`config.mk`:
```
export PLATFORM = sky130hd
export DESIGN_NAME = spi_slave_tx_stream_flat
export DESIGN_NICKNAME = d
export VERILOG_FILES = /design/src/rtl/spi_slave_tx_stream_if.sv /design/src/rtl/spi_slave_tx_stream.sv /design/src/flat_wrapper.sv
export SDC_FILE = /design/constraint.sdc
export NUM_CORES = 1
export LEC_CHECK = 0
export CORE_MARGIN = 2
export CORE_UTILIZATION = 60
export CTS_BUF_LIST = sky130_fd_sc_hd__clkbuf_8
export DETAILED_ROUTE_END_ITERATION = 6
export PLACE_DENSITY = 0.85
export SLEW_MARGIN = 20
export SYNTH_ARGS = -nofsm -noshare
export SYNTH_HDL_FRONTEND = slang
export SYNTH_SLANG_ARGS = --single-unit
```
`constraint.sdc`:
```
create_clock -name axi_aclk -period 8.2 [get_ports axi_aclk]
set_input_delay 1.64 -clock axi_aclk [delete_from_list [all_inputs] [get_ports axi_aclk]]
set_output_delay 1.64 -clock axi_aclk [all_outputs]
set_load 0.01 [all_outputs]
```
`src/rtl/spi_slave_tx_stream_if.sv`:
```
// spi_slave_tx_stream_if: AXI4-Stream word feed into the SPI slave transmitter.
interface spi_slave_tx_stream_if #(parameter int DATA_W = 8) ();
    logic [DATA_W-1:0] axis_rdata;
    logic              axis_rvalid;
    logic              axis_rready;
    logic              axis_rlast;
    modport master (output axis_rdata, axis_rvalid, axis_rlast, input axis_rready);
    modport slave  (input axis_rdata, axis_rvalid, axis_rlast, output axis_rready);
endinterface

```
`src/rtl/spi_slave_tx_stream.sv`:
```
// spi_slave_tx_stream: AXI4-Stream to SPI-slave MISO transmitter with word FIFO, oversampled in axi_aclk.
// Optional SPI_TX_UNDERRUN_CNT_EN adds a saturating 16-bit underrun counter output.
module spi_slave_tx_stream #(
    parameter int              DATA_W     = 8,
    parameter int              FIFO_DEPTH = 16,
    parameter bit              CPOL       = 1'b0,
    parameter bit              CPHA       = 1'b0,
    parameter bit              MSB_FIRST  = 1'b1,
    parameter logic [DATA_W-1:0] IDLE_WORD = '1
) (
    input  logic                          axi_aclk,
    input  logic                          axi_areset,
    input  logic                          spi_clk,
    input  logic                          spi_cs,
    output logic                          spi_miso,
    output logic                          spi_miso_oe,
    spi_slave_tx_stream_if.slave          axis,
    output logic [$clog2(FIFO_DEPTH):0]   fifo_level,
    output logic                          frame_done,
    output logic                          underrun
`ifdef SPI_TX_UNDERRUN_CNT_EN
    ,
    output logic [15:0]                   underrun_cnt
`endif
);
    localparam int AW = $clog2(FIFO_DEPTH);
    localparam int CW = $clog2(DATA_W);

    typedef enum logic [1:0] {IDLE, LOAD, SHIFT} state_t;

    state_t            state, nxt;
    logic [2:0]        sclk_q, cs_q;
    logic [DATA_W:0]   mem [FIFO_DEPTH];
    logic [AW:0]       wp, rp;
    logic [DATA_W-1:0] sh, word;
    logic [DATA_W:0]   head;
    logic [CW-1:0]     cnt;
    logic              cur_last, pend, push, pop, empty, full, done;
    logic              lead, trail, cs_fall, cs_rise, rise_s, fall_s;

    function automatic logic hd(input logic [DATA_W-1:0] w);
        return MSB_FIRST ? w[DATA_W-1] : w[0];
    endfunction

    function automatic logic [DATA_W-1:0] shf(input logic [DATA_W-1:0] w);
        return MSB_FIRST ? {w[DATA_W-2:0], 1'b1} : {1'b1, w[DATA_W-1:1]};
    endfunction

    // cs chain resets low so a cs already low at reset release is not seen as a fall
    always_ff @(posedge axi_aclk or posedge axi_areset) begin
        if (axi_areset) begin
            sclk_q <= {3{CPOL}};
            cs_q   <= '0;
        end else begin
            sclk_q <= {sclk_q[1:0], spi_clk};
            cs_q   <= {cs_q[1:0], spi_cs};
        end
    end

    assign rise_s  = sclk_q[1] & ~sclk_q[2];
    assign fall_s  = ~sclk_q[1] & sclk_q[2];
    assign lead    = CPOL ? fall_s : rise_s;
    assign trail   = CPOL ? rise_s : fall_s;
    assign cs_fall = ~cs_q[1] & cs_q[2];
    assign cs_rise = cs_q[1] & ~cs_q[2];

    assign fifo_level  = wp - rp;
    assign empty       = wp == rp;
    assign full        = fifo_level == (AW+1)'(FIFO_DEPTH);
    assign head        = mem[rp[AW-1:0]];
    assign word        = (empty || pend) ? IDLE_WORD : head[DATA_W-1:0];
    assign push        = axis.axis_rvalid & axis.axis_rready;
    assign axis.axis_rready = ~axi_areset & (~full | pop);
    assign spi_miso_oe = state != IDLE;

    always_ff @(posedge axi_aclk) begin
        if (push) mem[wp[AW-1:0]] <= {axis.axis_rlast, axis.axis_rdata};
    end

    always_ff @(posedge axi_aclk or posedge axi_areset) begin
        if (axi_areset) state <= IDLE;
        else            state <= nxt;
    end

    always_comb begin
        pop  = state == LOAD && !empty && !pend;
        done = state == SHIFT && trail && cnt == CW'(DATA_W-1) && !cs_rise;
        nxt  = cs_rise ? IDLE :
               state == IDLE ? (cs_fall ? LOAD : IDLE) :
               state == LOAD ? SHIFT :
               done ? LOAD : SHIFT;
    end

    always_ff @(posedge axi_aclk or posedge axi_areset) begin
        if (axi_areset) begin
            wp         <= '0;
            rp         <= '0;
            sh         <= IDLE_WORD;
            cnt        <= '0;
            cur_last   <= 1'b0;
            pend       <= 1'b0;
            spi_miso   <= hd(IDLE_WORD);
            frame_done <= 1'b0;
            underrun   <= 1'b0;
        end else begin
            wp         <= wp + (AW+1)'(push);
            rp         <= rp + (AW+1)'(pop);
            frame_done <= done & cur_last;
            underrun   <= state == LOAD && empty && !pend;
            if (cs_rise) begin
                cnt  <= '0;
                pend <= 1'b0;
            end else if (state == LOAD) begin
                sh       <= CPHA ? word : shf(word);
                cur_last <= pop & head[DATA_W];
                cnt      <= '0;
                if (!CPHA) spi_miso <= hd(word);
            end else if (state == SHIFT) begin
                if (trail) begin
                    cnt <= cnt + 1'b1;
                    if (done) begin
                        pend <= pend | cur_last;
                    end else if (!CPHA) begin
                        spi_miso <= hd(sh);
                        sh       <= shf(sh);
                    end
                end
                if (lead && CPHA) begin
                    spi_miso <= hd(sh);
                    sh       <= shf(sh);
                end
            end
        end
    end

`ifdef SPI_TX_UNDERRUN_CNT_EN
    always_ff @(posedge axi_aclk or posedge axi_areset) begin
        if (axi_areset)                      underrun_cnt <= '0;
        else if (underrun && ~&underrun_cnt) underrun_cnt <= underrun_cnt + 16'd1;
    end
`endif
endmodule

```
`src/flat_wrapper.sv`:
```
// flat-port wrapper written by rule: the top's interface ports become plain ports
module spi_slave_tx_stream_flat 
#(
    parameter int              DATA_W     = 8,
    parameter int              FIFO_DEPTH = 16,
    parameter bit              CPOL       = 1'b0,
    parameter bit              CPHA       = 1'b0,
    parameter bit              MSB_FIRST  = 1'b1,
    parameter logic [DATA_W-1:0] IDLE_WORD = '1
)
  (axi_aclk, axi_areset, spi_clk, spi_cs, spi_miso, spi_miso_oe, fifo_level, frame_done, underrun, axis_axis_rdata, axis_axis_rvalid, axis_axis_rlast, axis_axis_rready);
  spi_slave_tx_stream_if #(.DATA_W(DATA_W)) axis_i ();
  input  logic axi_aclk;
  input  logic axi_areset;
  input  logic spi_clk;
  input  logic spi_cs;
  output logic spi_miso;
  output logic spi_miso_oe;
  output logic [$clog2(FIFO_DEPTH):0] fifo_level;
  output logic frame_done;
  output logic underrun;
  input wire logic [$bits(axis_i.axis_rdata)-1:0] axis_axis_rdata;
  input wire logic [$bits(axis_i.axis_rvalid)-1:0] axis_axis_rvalid;
  input wire logic [$bits(axis_i.axis_rlast)-1:0] axis_axis_rlast;
  output wire logic [$bits(axis_i.axis_rready)-1:0] axis_axis_rready;
  assign axis_i.axis_rdata = axis_axis_rdata;
  assign axis_i.axis_rvalid = axis_axis_rvalid;
  assign axis_i.axis_rlast = axis_axis_rlast;
  assign axis_axis_rready = axis_i.axis_rready;
  spi_slave_tx_stream #(.DATA_W(DATA_W), .FIFO_DEPTH(FIFO_DEPTH), .CPOL(CPOL), .CPHA(CPHA), .MSB_FIRST(MSB_FIRST), .IDLE_WORD(IDLE_WORD)) u_core (.axi_aclk(axi_aclk), .axi_areset(axi_areset), .spi_clk(spi_clk), .spi_cs(spi_cs), .spi_miso(spi_miso), .spi_miso_oe(spi_miso_oe), .axis(axis_i), .fifo_level(fifo_level), .frame_done(frame_done), .underrun(underrun));
endmodule
```
==> flow_summary.ini <==
[run_status]
status = finished clean

[synth]
mappedNetlistArea_um2 = 7421
ys_seq_elements = 177
synth_fp_nets = 494
async_flop_share = 0.1864
synth_xor_area_frac = 0.01484
netlist-cell-type-count = 49
synth-edff-count = 144
synth_compound_area_frac = 0.07436
synthFlopType = edfxtp_1
yosysSeqAreaShare = 0.6953
yosys.area_share.adder = 0.02462
ys.warnings.count = 0
syn_area_per_cell_um2 = 15.92
synthCells = 466
synth.mux.area_fraction = 0.1025
synth_top_family_by_area = multiplexers
yosys.area_share.simple = 0.05985

[setup_path]
reg2reg_to = u_core.mem[2][1]
critPathMaxFanout = 64
required_ns = 6.56
r2r_slack_ns = 4.18
critPathArrivalTime_ns = 4.11
rr_worst_depth = 5
end_kind = output port
worst_setup_path_start_kind = flip-flop
path_class = flip-flop to output port
reg2reg_from = u_core.rp[0]

[cells_and_area]
nets = 519
fin_cells = 672
fillers = 764
final_layout_size_suffix_gt1_frac = 0.1349
syn2layout_area_growth_pct = 10.02
diodes = 0

[sta]
slew_violations = 0
finalSetupViolations = 0
finalHoldViolations = 0
slew_headroom = 0.2391
fmax_mhz = 174.0
rsz0062_at_grt = false
whs_ns = 0.3700
post-route-period-util = 0.7008
tns_ns = 0
skew_ns = 0.01471
period_minus_slack_ns = 5.747
worst_slew_pin_slew_ns = 1.136

[clock_network]
cts_resized = 0
clk_latency_ns = 0.45
clkSinkCount = 177
htreeDepth = 4
clk_pin_slew_worst_paths_ns = 0.08
cts-root-buf = clkbuf_8
postCtsSetupRepairBufs = 0
cts_tree = done
cts_buffer_depth = 2
cts_buffers = 17
hold_buffers = 0

[routing]
antenna_left = 0
initialDrtViolationCount = 610
drc = 0
wl_per_cell_um = 22.52
wl_mm = 15.14
drt-vias-per-instance = 6.271
dr_total_vias = 4214
drt_first_pass_iters = 5

[floorplan]
die_y_um = 115.2
die_width_um = 115.2
start_util = 0.6152
die-area_um2 = 13270
ios = 24
coreArea_um2 = 12060
rows = 40

[placed_design]
dp_hpwl_mm = 9.747
gp_congestion = 0.8879
dp_cells = 640
port_buffers = 23

[pwr]
ir_drop_v = 0.0002059
power.density_nw_per_um2 = 326.1
power.leakage_nw = 2.837

[min_path]
hold_depth = 0
min_path_type = flip-flop to flip-flop
min_to = u_core.sclk_q[1]
worstHoldStart = u_core.sclk_q[0]

[grt]
track_usage = 0.2414
grt_start_max_net_pins = 65
antenna_found_initial = 0
grt-ovfl-total = 0
grt_pass1_vias = 4133
grt_pass1_wl_mm = 22.98

[flow_run]
maxCapViolations = 0
[layout make-up]
| type | instances | area (um2) | area share |
|---|---|---|---|
| sequential | 177 | 5164 | 0.6325 |
| clock buffer | 17 | 234.0 | 0.02866 |
| timing repair buffer | 28 | 267.8 | 0.03280 |
| multi-input combinational | 252 | 2112 | 0.2587 |
| inverter | 15 | 56.30 | 0.006897 |
| clock inverter | 15 | 120.1 | 0.01471 |
| tap | 168 | 210.2 | 0.02575 |
[cell usage in the layout, fill, tap and decap left out, types with 9 or more instances in the layout]
cell type / netlist / routed
mux2i_1: 46 / 46
edfxtp_1: 144 / 144
nand3_1: 13 / 13
clkbuf_8: 0 / 17
ha_1: 13 / 13
o22ai_1: 17 / 17
nand2_1: 16 / 16
dfrtp_1: 25 / 24
a31oi_1: 19 / 9
inv_1: 13 / 16
nor4_1: 9 / 9
a21oi_1: 15 / 15
clkdlybuf4s50_1: 0 / 23
a31oi_2: 0 / 10
nor2_1: 21 / 21
[power breakdown]
| part | leakage (nW) | switching (mW) | total, mW | internal (mW) |
|---|---|---|---|---|
| sequential | 1.70 | 0.170 | 1.24 | 1.07 |
| combinational | 0.959 | 0.508 | 0.887 | 0.378 |
| clock | 0.182 | 0.299 | 0.536 | 0.237 |
| total | 2.84 | 0.977 | 2.66 | 1.68 |
[critical path, cell delays in order, from the launching register on]
cell,delay (ns)
dfrtp_4,0.84
ha_1,0.45
fa_1,0.47
xnor2_1,0.19
nor4b_4,0.99
a31oi_1,0.18
clkdlybuf4s50_1,0.53
[cells in the mapped netlist (all sizes together) (2+ instances only)]
cell type,n,area (um2)
mux4,11,266.5
o22ai,17,106.4
a311oi,8,70.07
ha,13,162.7
nor4,9,56.30
clkbuf,7,26.28
nor2b,5,31.28
nand4,5,31.28
a221oi,7,67.56
inv,14,52.55
edfxtp,144,4324
nand2,16,60.06
o21ai,10,50.05
mux2,3,33.78
a211oi,3,27.52
mux2i,46,460.4
dfstp,8,210.2
a31oi,19,118.9
dfrtp,25,625.6
nand3b,2,15.01
nor3,4,20.02
nand3,13,65.06
nor2,21,78.83
xor2,3,33.79
nand2b,6,37.54
buf,15,128.9
xnor2,7,76.32
a21oi,15,75.07
[cell families after synthesis]
group                      Yosys count
AOI/OAI and AO/OA                   83
xor gates and xnor gates            10
adders and majority gates           14
buffers and inverters               37
DFF                                177
muxes                               60
and+or+nand+nor                     85
[how the worst max path moves through the flow]
stage            startpoint          endpoint  slack (ns)  depth (start not counted)
2_1_floorplan  u_core.rp[3]  axis_axis_rready        4.44                          8
3_3_place_gp   u_core.rp[0]  axis_axis_rready        3.28                          6
3_5_place_dp   u_core.rp[0]  axis_axis_rready        3.05                          6
4_1_cts        u_core.rp[0]  axis_axis_rready        2.55                          6
5_1_grt        u_core.rp[0]  axis_axis_rready        2.29                          6
6_report       u_core.rp[0]  axis_axis_rready        2.45                          6
[state kept, by name (all words and copies together), names as in the netlist]
register	count
u_core.cnt	3
u_core.cs_q	3
u_core.cur_last	1
u_core.frame_done	1
u_core.mem	144
u_core.pend	1
u_core.rp	5
u_core.sclk_q	3
u_core.sh	7
u_core.spi_miso	1
u_core.state	2
u_core.underrun	1
u_core.wp	5
[per-stage QoR]
| step | utilization | total power, mW | cell area (um2) | worst slack, ns |
|---|---|---|---|---|
| 2_1_floorplan | - | 1.853 | 7421 | 4.440 |
| 3_3_place_gp | 0.6423 | 2.023 | 7747 | 3.281 |
| 3_5_place_dp | 0.6449 | 2.102 | 7779 | 3.050 |
| 4_1_cts | 0.6743 | 2.632 | 8133 | 2.550 |
| 5_1_grt | 0.6769 | 2.775 | 8164 | 2.294 |
| 6_report | 0.6769 | 2.662 | 8164 | 2.453 |
[per-layer routing]
metal | wire length, um | vias up | global-route usage
met2 | 7533 | 210 | 0.3914
met1 | 6226 | 2092 | 0.3193
li1 | - | 1882 | -
met3 | 1033 | 30 | 0.06062
met5 | 0 | - | 0
met4 | 342 | 0 | 0.09237
No activity file was read; power rests on OpenSTA's default activity.
